==> config.mk <==
export PLATFORM = sky130hd
export DESIGN_NAME = pipeline_ctrl
export DESIGN_NICKNAME = d
export VERILOG_FILES = /design/src/rtl/pipeline_ctrl.sv
export SDC_FILE = /design/constraint.sdc
export NUM_CORES = 1
export LEC_CHECK = 0
export BUFFER_PORTS_ARGS = -buffer_cell sky130_fd_sc_hd__clkbuf_2
export CAP_MARGIN = 10
export CORE_MARGIN = 3
export CORE_UTILIZATION = 57
export CTS_BUF_LIST = sky130_fd_sc_hd__clkbuf_16
export CTS_CLUSTER_SIZE = 14
export DETAILED_ROUTE_END_ITERATION = 10
export GPL_ROUTABILITY_DRIVEN = 0
export GPL_TIMING_DRIVEN = 0
export HOLD_SLACK_MARGIN = 0.06
export PLACE_DENSITY_LB_ADDON = 0.05
export SYNTH_ARGS = -nofsm -noshare
export SYNTH_HDL_FRONTEND = slang
export SYNTH_SLANG_ARGS = --single-unit
==> constraint.sdc <==
create_clock -name CLK -period 4.4 [get_ports CLK]
set_clock_uncertainty 0.15 [all_clocks]
set_input_delay 0.44 -clock CLK [delete_from_list [all_inputs] [get_ports CLK]]
set_output_delay 0.44 -clock CLK [all_outputs]
set_load 0.05 [all_outputs]
==> src/rtl/pipeline_ctrl.sv <==
// pipeline_ctrl: central stall/flush controller for the five-stage pipeline.
//
// Drives the PC enable and the writeEN/flush pair of the IF/ID, ID/EX,
// EX/MEM and MEM/WB latches. Inputs are cache handshakes (ihit/dhit), the
// memory-op and redirect/halt flags of the instruction in MEM, and the load
// and source-register fields used for load-use detection. A three-state FSM
// (RUN -> DRAIN -> HALTED) drains the pipe when halt reaches MEM.
//
// Ports
//   CLK, RST                      clock, synchronous active-high reset
//   ihit, dhit                    fetch / data access completed this cycle
//   exmem_dREN, exmem_dWEN        MEM instruction is a load / store
//   exmem_redirect                control redirect resolved in MEM
//   exmem_halt                    MEM instruction is halt
//   idex_MemToReg, idex_regWEN    EX instruction is a register-writing load
//   idex_rt                       destination of that load
//   ifid_rs, ifid_rt              sources of the ID instruction
//   pc_en, *_writeEN, *_flush     combinational latch / PC controls
//   halt                          registered, sticky until reset
//   cyc_cnt, stall_cnt, redir_cnt performance counters (wrap at 2^CNT_W)
module pipeline_ctrl #(
  parameter int CNT_W = 32
) (
  input  logic             CLK,
  input  logic             RST,
  input  logic             ihit,
  input  logic             dhit,
  input  logic             exmem_dREN,
  input  logic             exmem_dWEN,
  input  logic             exmem_redirect,
  input  logic             exmem_halt,
  input  logic             idex_MemToReg,
  input  logic             idex_regWEN,
  input  logic [4:0]       idex_rt,
  input  logic [4:0]       ifid_rs,
  input  logic [4:0]       ifid_rt,
  output logic             pc_en,
  output logic             ifid_writeEN,
  output logic             ifid_flush,
  output logic             idex_writeEN,
  output logic             idex_flush,
  output logic             exmem_writeEN,
  output logic             exmem_flush,
  output logic             memwb_writeEN,
  output logic             memwb_flush,
  output logic             halt,
  output logic [CNT_W-1:0] cyc_cnt,
  output logic [CNT_W-1:0] stall_cnt,
  output logic [CNT_W-1:0] redir_cnt
);

  typedef enum logic [1:0] {
    S_RUN    = 2'd0,
    S_DRAIN  = 2'd1,
    S_HALTED = 2'd2
  } state_e;

  // Latch control bundle; bit order of we/fl is {ifid, idex, exmem, memwb}.
  typedef struct packed {
    logic       pc_en;
    logic [3:0] we;
    logic [3:0] fl;
  } ctl_t;

  localparam ctl_t CTL_RUN   = '{pc_en: 1'b1, we: 4'b1111, fl: 4'b0000};
  localparam ctl_t CTL_RESET = '{pc_en: 1'b0, we: 4'b0000, fl: 4'b1111};
  localparam ctl_t CTL_IDLE  = '{pc_en: 1'b0, we: 4'b0000, fl: 4'b0000};
  // Front three latches take bubbles while MEM/WB captures the halt.
  localparam ctl_t CTL_DRAIN = '{pc_en: 1'b0, we: 4'b0001, fl: 4'b1110};

  state_e           state_q, state_d;
  logic             halt_q, halt_d;
  logic [CNT_W-1:0] cyc_cnt_q, cyc_cnt_d;
  logic [CNT_W-1:0] stall_cnt_q, stall_cnt_d;
  logic [CNT_W-1:0] redir_cnt_q, redir_cnt_d;

  ctl_t ctl;
  logic data_pend;
  logic load_use;
  logic redir_take;

  assign data_pend = (exmem_dREN | exmem_dWEN) & ~dhit;
  assign load_use  = idex_MemToReg & idex_regWEN & (idex_rt != 5'd0) &
                     ((idex_rt == ifid_rs) | (idex_rt == ifid_rt));

  // Control outputs and next-state selection.
  always_comb begin
    ctl        = CTL_RUN;
    state_d    = state_q;
    halt_d     = halt_q;
    redir_take = 1'b0;
    unique case (state_q)
      S_RUN: begin
        if (exmem_halt) begin
          ctl     = CTL_DRAIN;
          state_d = S_DRAIN;
        end else if (data_pend) begin
          // Freeze front end and MEM; WB gets a bubble. A concurrent
          // redirect stays asserted and is taken on the dhit cycle.
          ctl.pc_en = 1'b0;
          ctl.we    = 4'b0001;
          ctl.fl    = 4'b0001;
        end else if (exmem_redirect) begin
          // Target is already on the PC mux, so load it even without ihit.
          ctl.fl     = 4'b1110;
          redir_take = 1'b1;
        end else if (load_use) begin
          // One bubble into EX; the load reaches MEM next cycle and the
          // hazard clears on its own.
          ctl.pc_en = 1'b0;
          ctl.we[3] = 1'b0;
          ctl.fl[2] = 1'b1;
        end else if (!ihit) begin
          ctl.pc_en = 1'b0;
          ctl.fl[3] = 1'b1;
        end
      end
      S_DRAIN: begin
        ctl     = CTL_DRAIN;
        state_d = S_HALTED;
        halt_d  = 1'b1;
      end
      default: begin
        ctl     = CTL_IDLE;
        state_d = S_HALTED;
      end
    endcase
    // Reset overrides everything combinationally so no latch captures
    // stale data while RST is held.
    if (RST) ctl = CTL_RESET;
  end

  // Performance counters: frozen in HALTED.
  always_comb begin
    cyc_cnt_d   = cyc_cnt_q;
    stall_cnt_d = stall_cnt_q;
    redir_cnt_d = redir_cnt_q;
    if (state_q != S_HALTED) cyc_cnt_d = cyc_cnt_q + CNT_W'(1);
    if (state_q == S_RUN && !ctl.pc_en) stall_cnt_d = stall_cnt_q + CNT_W'(1);
    if (redir_take) redir_cnt_d = redir_cnt_q + CNT_W'(1);
  end

  always_ff @(posedge CLK) begin
    if (RST) begin
      state_q     <= S_RUN;
      halt_q      <= 1'b0;
      cyc_cnt_q   <= '0;
      stall_cnt_q <= '0;
      redir_cnt_q <= '0;
    end else begin
      state_q     <= state_d;
      halt_q      <= halt_d;
      cyc_cnt_q   <= cyc_cnt_d;
      stall_cnt_q <= stall_cnt_d;
      redir_cnt_q <= redir_cnt_d;
    end
  end

  assign pc_en         = ctl.pc_en;
  assign ifid_writeEN  = ctl.we[3];
  assign idex_writeEN  = ctl.we[2];
  assign exmem_writeEN = ctl.we[1];
  assign memwb_writeEN = ctl.we[0];
  assign ifid_flush    = ctl.fl[3];
  assign idex_flush    = ctl.fl[2];
  assign exmem_flush   = ctl.fl[1];
  assign memwb_flush   = ctl.fl[0];
  assign halt          = halt_q;
  assign cyc_cnt       = cyc_cnt_q;
  assign stall_cnt     = stall_cnt_q;
  assign redir_cnt     = redir_cnt_q;

endmodule

* Word-level counts from Yosys, hierarchy flattened
Cells that the tools add are included.
** Storage, ports and cells
- Output and inout port bits :: 106
- Register bits after elaboration :: 99
** Operators by class
- Eq/ne operators :: 5
- $add $sub $neg :: 3
- Bitwise operators :: 8
- Mux-type cells :: 21
- Reductions and logical operators :: 5
** Operators by type and width (count)
- $add 32x1->32 const B :: 3
- $mux 9 :: 2
- $pmux 9 s2 :: 1
- $mux 2 :: 6
- $eq 5x5->1 :: 2
- $mux 1 :: 10
- $reduce_bool 5->1 :: 1
- $and 1x1->1 :: 4
- $mux 4 :: 1
- $ne 2x2->1 const B :: 2
- $mux 3 :: 1
- $eq 2x1->1 const B :: 1
- $logic_not 2->1 :: 1
- $not 1->1 :: 2
- $or 1x1->1 :: 2
- $reduce_or 2->1 :: 1
- $logic_and 1x1->1 :: 1
- $logic_not 1->1 :: 1

* Depth between registers and ports, before layout
- Word-level depth :: 11
- Depth in mapped cells :: 9
- Mapped depth without buffers :: 6

* Worst setup path after synthesis
No wires, ideal clock.
- Kind :: register to output
- From :: reg state_q[1]
- To :: out pc_en
- Setup slack :: 0.474 ns
- Data required time :: 3.810 ns
- Cell stages (with the launch flop) :: 6
- Arrival :: 3.336 ns
- Buffers on the path :: 1
- Path through :: dfxtp_1 -> buf_6 -> nor3_4 -> nor3b_1 -> o21a_1 -> nor2b_1
** Between the ends
- Longest elaborated chain between the ends :: 3
** RTL lines
- start, declared :: line 71 : state_e state_q, state_d;
- start signal, assigned :: line 151 : state_q <= state_d;
- $eq 2x1->1 or $logic_not 2->1 (tied branches) :: line 92 : unique case (state_q)
- $pmux 9 s2 * :: line 92
- $mux 9 * :: line 130 : if (RST) ctl = CTL_RESET;
- end, declared :: line 37 : output logic pc_en,
Mark *: on every way between the ends. The rest lies on a longest branch, timed or not.

* Final worst setup path
Ends and elaborated chain as after synthesis.

==> results.md <==
* Mux share of post-synthesis cell area at 0.6257%
* MaxCap Viol Count at 0
* Setup Viol. Count Final at 0
* Core area at 0.007968 mm²
* Initial core utilization at 60.24%
* Top_reg_cell synth: dfxtp_1
* Slew HR at 50.48%
* Initial antenna violation count at 0
* Worst-Margin Slew at 0.7361 ns
* Adder-cell area share of the yosys netlist at 0.7821%
* Type of destination of the critical path: primary output
* Post-Synth XOR/XNOR Area at 12.23%
* DR vias/cell at 5.664
* Port bufs at 130
* Via count at 4565
* Commonest cells post-synth: dfxtp_1, nor2_1, xor2_1
* DRC errors left at 0
* RSZ-0062 raised after global routing: no
* Sequential share of the synthesized area at 41.29%
* Cell variety after synth at 45
* Post-synthesis cell area at 0.004800 mm²
* First-pass GRT wire length at 20340 µm
* Power Density at 317.9 mW/mm²
* Class of the worst hold path: in -> reg
* Post-Synth Simple-Gate Area at 30.55%
* TNS Setup at 0 ns
* H-tree depth at 3
* Hold buffers post-CTS at 0
* Hpwl dp at 8689 µm
* Post-synthesis compound-gate area fraction at 10.43%
* Synthesized flop and latch total at 99
* Max Fclk at 376.6 MHz
* Syn nets at 588
* Drt initial violations at 191
* Finished Layout Cells at 806
* Dpl cells at 792
* Largest net degree at the start of global routing at 15
* Min cycle time layout at 2.655 ns
* DRT Wirelength at 11830 µm
* Crit Path Max Fanout at 9
* Maximum root-to-sink buffer count at 2
* Synth Warn # at 0
* Most frequent cell after synthesis: dfxtp_1
* Area Overhead vs Synth at 21.92%
* Post-CTS setup buffer count at 0
* Antenna diode count at 0
* Max-slew violations at 0
* Io pins at 131
* Chip Width at 97.76 µm
* CTS resizes at 0
* Post-synthesis cell count at 560
* Outcome: finished, final reports clean
* Clock buffer count from CTS at 9
* Layout cells sized above 1 at 24.01%
* Fin crit share at 60.35%
* Leakage Power at 2.332 nW
* Reg clk slew, reported paths at 0.06 ns
* Die ar. at 0.009557 mm²
* Mean Syn Cell Area at 8.571 µm²
* Routed length per instance at 14.68 µm
* CTS sink cnt at 99
* Crit Path Class: reg -> out
* CP startpoint kind: flip-flop
* NumNets Final at 729
* Synth top area share at 41.29%
* Post-DRT Antenna Nets at 0
* CTS root buffer: clkbuf_16
* Site Rows at 32
* Synth area leader: dfxtp_1
* FILL cells at 623
* Largest family of logic cells by synthesized area: simple AND/OR/NAND/NOR gates
* Required @ worst endpoint at 3.81 ns
* GRT Overall Usage at 24.97%
* Peak VDD IR at 0.0001935 V
* EDFF count, synth at 0
* Final Hold Violating Endpoints at 0
* Data arrival, critical path at 2.07 ns
* Ys async rst share at 0%
* Vias in the first global route at 4334
* CTS tree: done
* Worst skew pair latency at 0.33 ns
* First drt pass iteration count at 5
* Gr ovfl total at 0
* Ranking of synthesized cells by area: dfxtp_1, xor2_1, nor2_1
* Die span in y at 97.76 µm
==> metal layers <==
metal | track usage (%) | vias up | part of all wire [%]
li1 | - | 2279 | -
met1 | 31.69 | 2153 | 45
met2 | 42.54 | 117 | 48
met3 | 5.714 | 16 | 5.4
met4 | 7.348 | 0 | 1.5
met5 | 0 | - | 0
==> worst paths after layout <==
path	start	endpoint	slack (ns)	cells past startpoint
setup / recovery	state_q[1]	pc_en	1.74	6
hold / removal	exmem_halt	state_q[0]	0.28	2
setup reg to reg	stall_cnt[0]	stall_cnt[26]	2.03	7
hold reg to reg	stall_cnt[31]	stall_cnt[31]	0.33	2
==> worst max-delay path, cell delays in order (launching register included) <==
cell and delay [ns]:
dfxtp_1 0.31, buf_6 0.13, nor3_4 0.29, nor3b_1 0.37, o21a_1 0.20, nor2b_1 0.14
clkbuf_2 0.29
==> flip-flops by register name, indices dropped and copies added (netlist names) <==
| signal | cells |
|---|---|
| stall_cnt | 32 |
| redir_cnt | 32 |
| state_q | 2 |
| halt | 1 |
| cyc_cnt | 32 |
==> stage by stage <==
stage	power [mW]	hold WS, ns	util (%)	setup WS [ns]	cell area [µm²]
2_1_floorplan	1.077	0.3741	-	0.4738	4800
3_3_place_gp	1.131	0.3032	70.01	1.851	5578
3_5_place_dp	1.136	0.3212	70.01	1.834	5578
4_1_cts	1.873	0.2713	73.45	1.760	5852
5_1_grt	1.933	0.3018	73.45	1.645	5852
6_report	1.861	0.2830	73.45	1.745	5852
==> final cells by class <==
type	instances	area (µm²)	share of cell area [%]
clock buffers	9	225.2	3.849
clock inverters	5	48.80	0.8339
multi-input cells	423	2621	44.79
plain buffers	29	162.7	2.780
repair buffers	130	650.6	11.12
inverters	9	33.78	0.5773
flip-flops and latches	99	1982	33.87
well taps	102	127.6	2.181
==> cell families (layout without fill, tap and decap cells) <==
logic type / Yosys count / in the layout
adder cells (fa/ha/maj): 3 / 3
AND/OR/NAND/NOR: 267 / 267
multiplexers: 3 / 3
XOR/XNOR: 67 / 67
flip-flops: 99 / 99
AO/OA/AOI/OAI: 83 / 83
buffers and inverters: 38 / 182
==> power by group <==
group / switching [mW] / leakage [nW] / internal (mW)
clock: 0.315 / 0.137 / 0.428
sequential: 0.0143 / 0.799 / 0.907
combinational: 0.137 / 1.40 / 0.0592
==> cell usage in the layout (no fill, tap or decap), types with 2 or more instances in the layout <==
cell type  instances
nor3_4             2
nor3_1             3
or3_1             28
ha_1               3
inv_1             11
clkbuf_16          9
and4_1             9
nand4_1           36
clkbuf_2         130
buf_6              2
nand3_1           36
a21oi_1           38
xnor2_1           24
xor2_1            43
and2_1             4
o21ai_0           21
o31ai_1           15
nand4_4            2
dfxtp_1           99
mux2i_1            3
clkbuf_1          13
or4_1             14
and3_1            14
nor2_1            79
nor4_1             2
nand2_1           29
buf_4              5
buf_2              8
Note: power is estimated with default switching activity, not from simulation.
